===== src/rtl/adc_spi_slave.sv =====
// SPI responder standing in for the hydrophone ADC: answers the channel-read command with a
// 64-bit A/B/C/D sample word, accepts 16-bit register writes and drives the active-low EOC strobe.
module adc_spi_slave #(
   parameter logic [7:0] READ_CMD  = 8'h1A,
   parameter int         DATA_BITS = 64
) (
   input  logic                 CLK,
   input  logic                 RST,
   input  logic [DATA_BITS-1:0] SAMPLE,
   input  logic                 SAMPLE_VALID,
   input  logic                 SCLK,
   input  logic                 CS,
   input  logic                 MOSI,
   output logic                 MISO,
   output logic                 EOC,
   output logic [7:0]           REG_ADDR,
   output logic [7:0]           REG_DATA,
   output logic                 REG_WE,
   output logic                 OVERRUN,
   output logic                 FRAME_ERR
);

   localparam int CW = $clog2(DATA_BITS);
   localparam logic [CW-1:0] BYTE_LAST = CW'(7);
   localparam logic [CW-1:0] WORD_LAST = CW'(DATA_BITS - 1);

   typedef enum logic [2:0] {IDLE, CMD, READ, WDATA, DRAIN} state_t;

   state_t               state;
   logic [2:0]           sclk_sync;
   logic [2:0]           cs_sync;
   logic [1:0]           mosi_sync;
   logic [CW-1:0]        bit_cnt;
   logic [6:0]           rx_shift;
   logic [7:0]           addr_q;
   logic [DATA_BITS-2:0] tx_shift;
   logic [DATA_BITS-1:0] hold;
   logic                 pending;

   logic       sclk_rise;
   logic       cs_fall;
   logic       cs_rise;
   logic [7:0] rx_byte;
   logic       read_load;

   // Stage [0]/[1] form the two-flop synchronizer; stage [2] is the previous value for edge detection.
   // CS resets high so leaving reset never fakes a frame start.
   always_ff @(posedge CLK or negedge RST) begin
      if (!RST) begin
         sclk_sync <= 3'b000;
         cs_sync   <= 3'b111;
         mosi_sync <= 2'b00;
      end else begin
         // NOTE: every flop updates with <= so all stages shift from the same pre-edge values.
         sclk_sync <= {sclk_sync[1:0], SCLK};
         cs_sync   <= {cs_sync[1:0], CS};
         mosi_sync <= {mosi_sync[0], MOSI};
      end
   end

   assign sclk_rise = ~cs_sync[1] & sclk_sync[1] & ~sclk_sync[2];
   assign cs_fall   = ~cs_sync[1] & cs_sync[2];
   assign cs_rise   = cs_sync[1] & ~cs_sync[2];
   assign rx_byte   = {rx_shift, mosi_sync[1]};
   assign read_load = (state == CMD) && sclk_rise && (bit_cnt == BYTE_LAST) && (rx_byte == READ_CMD);

   assign EOC = ~pending;

   always_ff @(posedge CLK or negedge RST) begin
      if (!RST) begin
         state     <= IDLE;
         bit_cnt   <= '0;
         rx_shift  <= '0;
         addr_q    <= '0;
         // NOTE: the sample holding and shift registers are reset too, so a read straight after
         // reset returns zero rather than stale data.
         tx_shift  <= '0;
         hold      <= '0;
         pending   <= 1'b0;
         MISO      <= 1'b0;
         REG_ADDR  <= '0;
         REG_DATA  <= '0;
         REG_WE    <= 1'b0;
         OVERRUN   <= 1'b0;
         FRAME_ERR <= 1'b0;
      end else begin
         REG_WE    <= 1'b0;
         OVERRUN   <= 1'b0;
         FRAME_ERR <= 1'b0;

         // A sample landing in the same cycle as a read load is the next pending sample, not an overrun.
         if (SAMPLE_VALID) begin
            hold    <= SAMPLE;
            pending <= 1'b1;
            if (pending && !read_load) OVERRUN <= 1'b1;
         end else if (read_load) begin
            pending <= 1'b0;
         end

         case (state)
            IDLE: begin
               MISO <= 1'b0;
               if (cs_fall) begin
                  bit_cnt <= '0;
                  state   <= CMD;
               end
            end
            CMD: begin
               if (cs_rise) begin
                  FRAME_ERR <= 1'b1;
                  state     <= IDLE;
               end else if (sclk_rise) begin
                  rx_shift <= rx_byte[6:0];
                  if (bit_cnt == BYTE_LAST) begin
                     bit_cnt <= '0;
                     if (rx_byte == READ_CMD) begin
                        MISO     <= hold[DATA_BITS-1];
                        tx_shift <= hold[DATA_BITS-2:0];
                        state    <= READ;
                     end else begin
                        addr_q <= rx_byte;
                        state  <= WDATA;
                     end
                  end else begin
                     bit_cnt <= bit_cnt + 1'b1;
                  end
               end
            end
            READ: begin
               if (cs_rise) begin
                  MISO  <= 1'b0;
                  state <= IDLE;
               end else if (sclk_rise) begin
                  tx_shift <= {tx_shift[DATA_BITS-3:0], 1'b0};
                  if (bit_cnt == WORD_LAST) begin
                     MISO  <= 1'b0;
                     state <= DRAIN;
                  end else begin
                     MISO    <= tx_shift[DATA_BITS-2];
                     bit_cnt <= bit_cnt + 1'b1;
                  end
               end
            end
            WDATA: begin
               if (cs_rise) begin
                  FRAME_ERR <= 1'b1;
                  state     <= IDLE;
               end else if (sclk_rise) begin
                  rx_shift <= rx_byte[6:0];
                  if (bit_cnt == BYTE_LAST) begin
                     REG_ADDR <= addr_q;
                     REG_DATA <= rx_byte;
                     REG_WE   <= 1'b1;
                     state    <= DRAIN;
                  end else begin
                     bit_cnt <= bit_cnt + 1'b1;
                  end
               end
            end
            DRAIN: begin
               MISO <= 1'b0;
               if (cs_rise) state <= IDLE;
            end
            default: state <= IDLE;
         endcase
      end
   end

endmodule


===== config.mk =====
export PLATFORM = sky130hd
export DESIGN_NAME = adc_spi_slave
export DESIGN_NICKNAME = d
export VERILOG_FILES = /design/src/rtl/adc_spi_slave.sv
export SDC_FILE = /design/constraint.sdc
export NUM_CORES = 1
export LEC_CHECK = 0
export CAP_MARGIN = 10
export CELL_PAD_IN_SITES_DETAIL_PLACEMENT = 1
export CELL_PAD_IN_SITES_GLOBAL_PLACEMENT = 1
export CORE_UTILIZATION = 45
export DETAILED_ROUTE_END_ITERATION = 10
export PLACE_DENSITY_LB_ADDON = 0.1
export SLEW_MARGIN = 25
export SYNTH_ARGS = -nofsm -noshare
export SYNTH_HDL_FRONTEND = slang
export SYNTH_SLANG_ARGS = --single-unit

===== constraint.sdc =====
create_clock -name CLK -period 2.6 [get_ports CLK]
set_input_delay 0.52 -clock CLK [delete_from_list [all_inputs] [get_ports CLK]]
set_output_delay 0.52 -clock CLK [all_outputs]
set_load 0.005 [all_outputs]

==> results of run 1 <==
-- per-layer routing --
metal  part of all wire  global-route usage  vias to the layer above
li1                   -                   -                     2184
met1               0.43              0.2713                     2499
met2               0.53              0.3917                       69
met3              0.023             0.04366                       22
met4              0.017             0.08235                        0
met5                  0                   0                        -
-- cell families (layout without fill, tap and decap cells) --
group / after synthesis / after routing
and+or+nand+nor: 53 / 53
adders and majority gates: 1 / 1
muxes: 98 / 98
AOI/OAI and AO/OA: 153 / 153
DFF: 180 / 180
buffers and inverters: 42 / 145
-- how the worst max path moves through the flow --
| stage | from | slack, ps | cells past startpoint | to |
|---|---|---|---|---|
| floorplan | bit_cnt[4] | 310 | 6 | tx_shift[10] |
| global placement | bit_cnt[4] | 260 | 6 | tx_shift[0] |
| detailed placement | bit_cnt[0] | 70 | 6 | bit_cnt[0] |
| CTS | bit_cnt[0] | 40 | 6 | bit_cnt[1] |
| global route | bit_cnt[4] | 20 | 6 | tx_shift[21] |
| finish | bit_cnt[4] | 110 | 6 | tx_shift[21] |
-- synth_stat cells (2+ instances only) --
cell type	number
dfrtp_1	177
a31oi_1	2
nor2_1	9
a21oi_1	3
nand2b_1	5
inv_1	4
nor2b_1	3
mux2i_1	2
o22ai_1	63
buf_1	3
and3_1	4
nor3b_1	2
buf_2	6
a2bb2oi_1	61
or3_1	2
nand2_1	15
nand3_1	2
clkbuf_1	29
o21ai_0	9
nand4_1	2
dfstp_2	3
a21o_1	2
o31ai_1	3
mux2_2	96
nor4_1	2
-- cell usage in the layout (no fill, tap or decap), drive strengths merged, types with 9 or more instances in the layout --
| master | netlist | layout |
|---|---|---|
| dfrtp | 177 | 177 |
| mux2 | 96 | 96 |
| clkdlybuf4s50 | 0 | 88 |
| o22ai | 63 | 63 |
| a2bb2oi | 61 | 61 |
| buf | 9 | 21 |
| clkbuf | 29 | 18 |
| nand2 | 15 | 15 |
| nor2 | 9 | 9 |
| o21ai | 9 | 9 |
| inv | 4 | 9 |
-- cell type report --
class                   count  area [sq um]
clock buffers              18         429.2
flip-flops and latches    180          4508
inverters                   4         15.01
fillers                  1507          6295
repair buffers            110          1125
clock inverters            13         221.5
multi-input cells         305          2570
well taps                 211         264.0
-- report_power, final --
| group | total (mW) | switching (mW) | internal (mW) |
|---|---|---|---|
| combinational | 1.87 | 0.836 | 1.04 |
| clock | 2.84 | 1.11 | 1.72 |
| sequential | 3.98 | 0.481 | 3.50 |
-- timing repair --
action | in CTS | in global routing
buffers inserted | 0 | 0
gates resized for setup | 0 | 2
endpoints found under the hold margin | 31 | 0
hold buffers | 1 | 0
endpoints found under the setup margin | 0 | 4
-- flip-flops by register name (all words and copies together), names as in the netlist, 2 cells and up --
register / count
hold: 64
tx_shift: 63
REG_ADDR: 8
REG_DATA: 8
addr_q: 8
rx_shift: 7
bit_cnt: 6
cs_sync: 3
sclk_sync: 3
state: 3
mosi_sync: 2
-- through the flow --
| step | hold slack, ps | setup WS [ps] | utilization | cell area (sq um) |
|---|---|---|---|---|
| after floorplan | 224.4 | 314.9 | - | 7227 |
| after global placement | 334.3 | 257.3 | 0.5491 | 8471 |
| after detailed placement | 338.1 | 68.39 | 0.5491 | 8471 |
| after CTS | 354.5 | 41.11 | 0.5919 | 9131 |
| after global routing | 367.9 | 21.37 | 0.5920 | 9133 |
| final | 350.8 | 112.4 | 0.5920 | 9133 |
-- worst max-delay path, cell delays in order (launching register included) --
cell       delay (ps)
dfrtp_1           440
or3_1             430
or2_1             300
o41ai_4           390
a21boi_4          280
buf_4             320
a2bb2oi_1         240
==> run_results.csv, run 1 <==
group,metric,value,unit
cells_and_area,area_growth,26.37,%
placement,gp_congestion,0.7890,
sta,slew_headroom,0.6351,
sta,period_share,0.9568,
die,ios,91,
critical_path,rr_worst_depth,6,
route,post_drt_wl_per_cell,19.45,um
sta,clock-skew-final,11.26,ps
clocking,clock_latency,430,ps
cells_and_area,drive_gt1_frac,0.2492,
clocking,htree_levels,4,
yosys,synth_ff_type,"dfrtp_1",
die,core_area,15430,sq um
worst_hold_path,holdPathEnd,"mosi_sync[1]",
worst_hold_path,min_from,"mosi_sync[0]",
critical_path,cp-start-kind,"register",
run,maxCapViolCount,0,
yosys,synth_top_family_by_area,"compound AO/OA/AOI/OAI gates",
yosys,syn-cell-area,7227,sq um
global_route,track_usage,0.2225,
critical_path,cp_data_arrival_time,2820,ps
sta,rsz0062_at_grt,"no",
route,vias_per_cell,5.677,
yosys,ys_warn_count,0,
route,wirelength,16360,um
global_route,gr-total-overflow,0,
yosys,synth_top_area_frac,0.6129,
clocking,clk_path_buf_depth,2,
clocking,cts_root_buffer,"clkbuf_16",
die,start_util,0.4685,
yosys,synthAdderAreaFrac,0.001731,
route,postRouteAntennaNets,0,
critical_path,critical_path.endpoint_type,"register",
die,fp.dieH,128.7,um
yosys,synthesis.nets,598,
critical_path,ff2ff_setup_slack,110,ps
route,drtIter0Drc,195,
yosys,synthMuxAreaShare,0.1524,
global_route,grt_max_degree,68,
power,p_per_area,951.6,nW/um^2
cells_and_area,layout.nets,689,
critical_path,worstSetupPathType,"reg -> reg",
cells_and_area,fin_cells,841,
sta,worstMarginPinSlew,542.8,ps
yosys,synthCells,527,
sta,finalCriticalPeriod,2488,ps
placement,dp.cells,809,
die,die_area,16570,sq um
yosys,synth_cell_types,43,
sta,hold_viol,0,
route,drc_errors,0,
critical_path,cp_data_required_time,2940,ps
power,vdd_drop_max,0.0005712,V
critical_path,critPathMaxFanout,25,
yosys,yosys.area_share.simple,0.03999,
die,die_w,128.7,um
placement,port_buffers,90,
clocking,cts_buffers,17,
global_route,antenna_found_initial,0,
yosys,async_reset_ff_frac,1.000,
placement,hpwlAfterDp,10170,um
yosys,avgSynthCellArea,13.71,sq um
worst_hold_path,worstHoldPathCells,0,
sta,drv_slew,0,
cells_and_area,n_antenna_cell,0,
clocking,clock-sinks,180,
critical_path,timing.rr.start,"bit_cnt[4]",
yosys,synth_area_leaders,"dfrtp_1 (61%), mux2_2 (15%), a2bb2oi_1 (7.4%)",
yosys,synth_xor_area_frac,0,
route,vias,4774,
power,total_power,8.690,mW
yosys,ys_seq_area_frac,0.6238,
power,p_leak,3.932,nW
yosys,synth_compound_area_frac,0.1593,
sta,max_freq,0.4020,GHz
clocking,cts.clk_slew.worst_paths,70,ps
clocking,cts_tree,"built",
global_route,grt_pass1_wl,28210,um
worst_hold_path,hp-class,"reg -> reg",
yosys,synth-edff-count,0,
status,status,"completed",
route,dr.pass1.iters,4,
sta,setup_viol,0,
yosys,ys_seq_elements,180,
sta,fin_tns_setup,0,ps
yosys,yosys.area.top_type,"dfrtp_1",
global_route,grt_pass1_vias,5385,
critical_path,r2r_end,"tx_shift[21]",
die,rows,45,
No activity file was read; power rests on OpenSTA's default activity.
==> inputs of run 2 (changes only) <==
--- a/config.mk
+++ b/config.mk
@@ -9,7 +9,9 @@
 export CELL_PAD_IN_SITES_DETAIL_PLACEMENT = 1
 export CELL_PAD_IN_SITES_GLOBAL_PLACEMENT = 1
 export CORE_UTILIZATION = 45
+export CTS_CLUSTER_DIAMETER = 50
 export DETAILED_ROUTE_END_ITERATION = 10
+export GPL_ROUTABILITY_DRIVEN = 0
 export PLACE_DENSITY_LB_ADDON = 0.1
 export SLEW_MARGIN = 25
 export SYNTH_ARGS = -nofsm -noshare
==> results of run 2 <==
The final DEF is identical to that of run 1; final timing and power are the same.
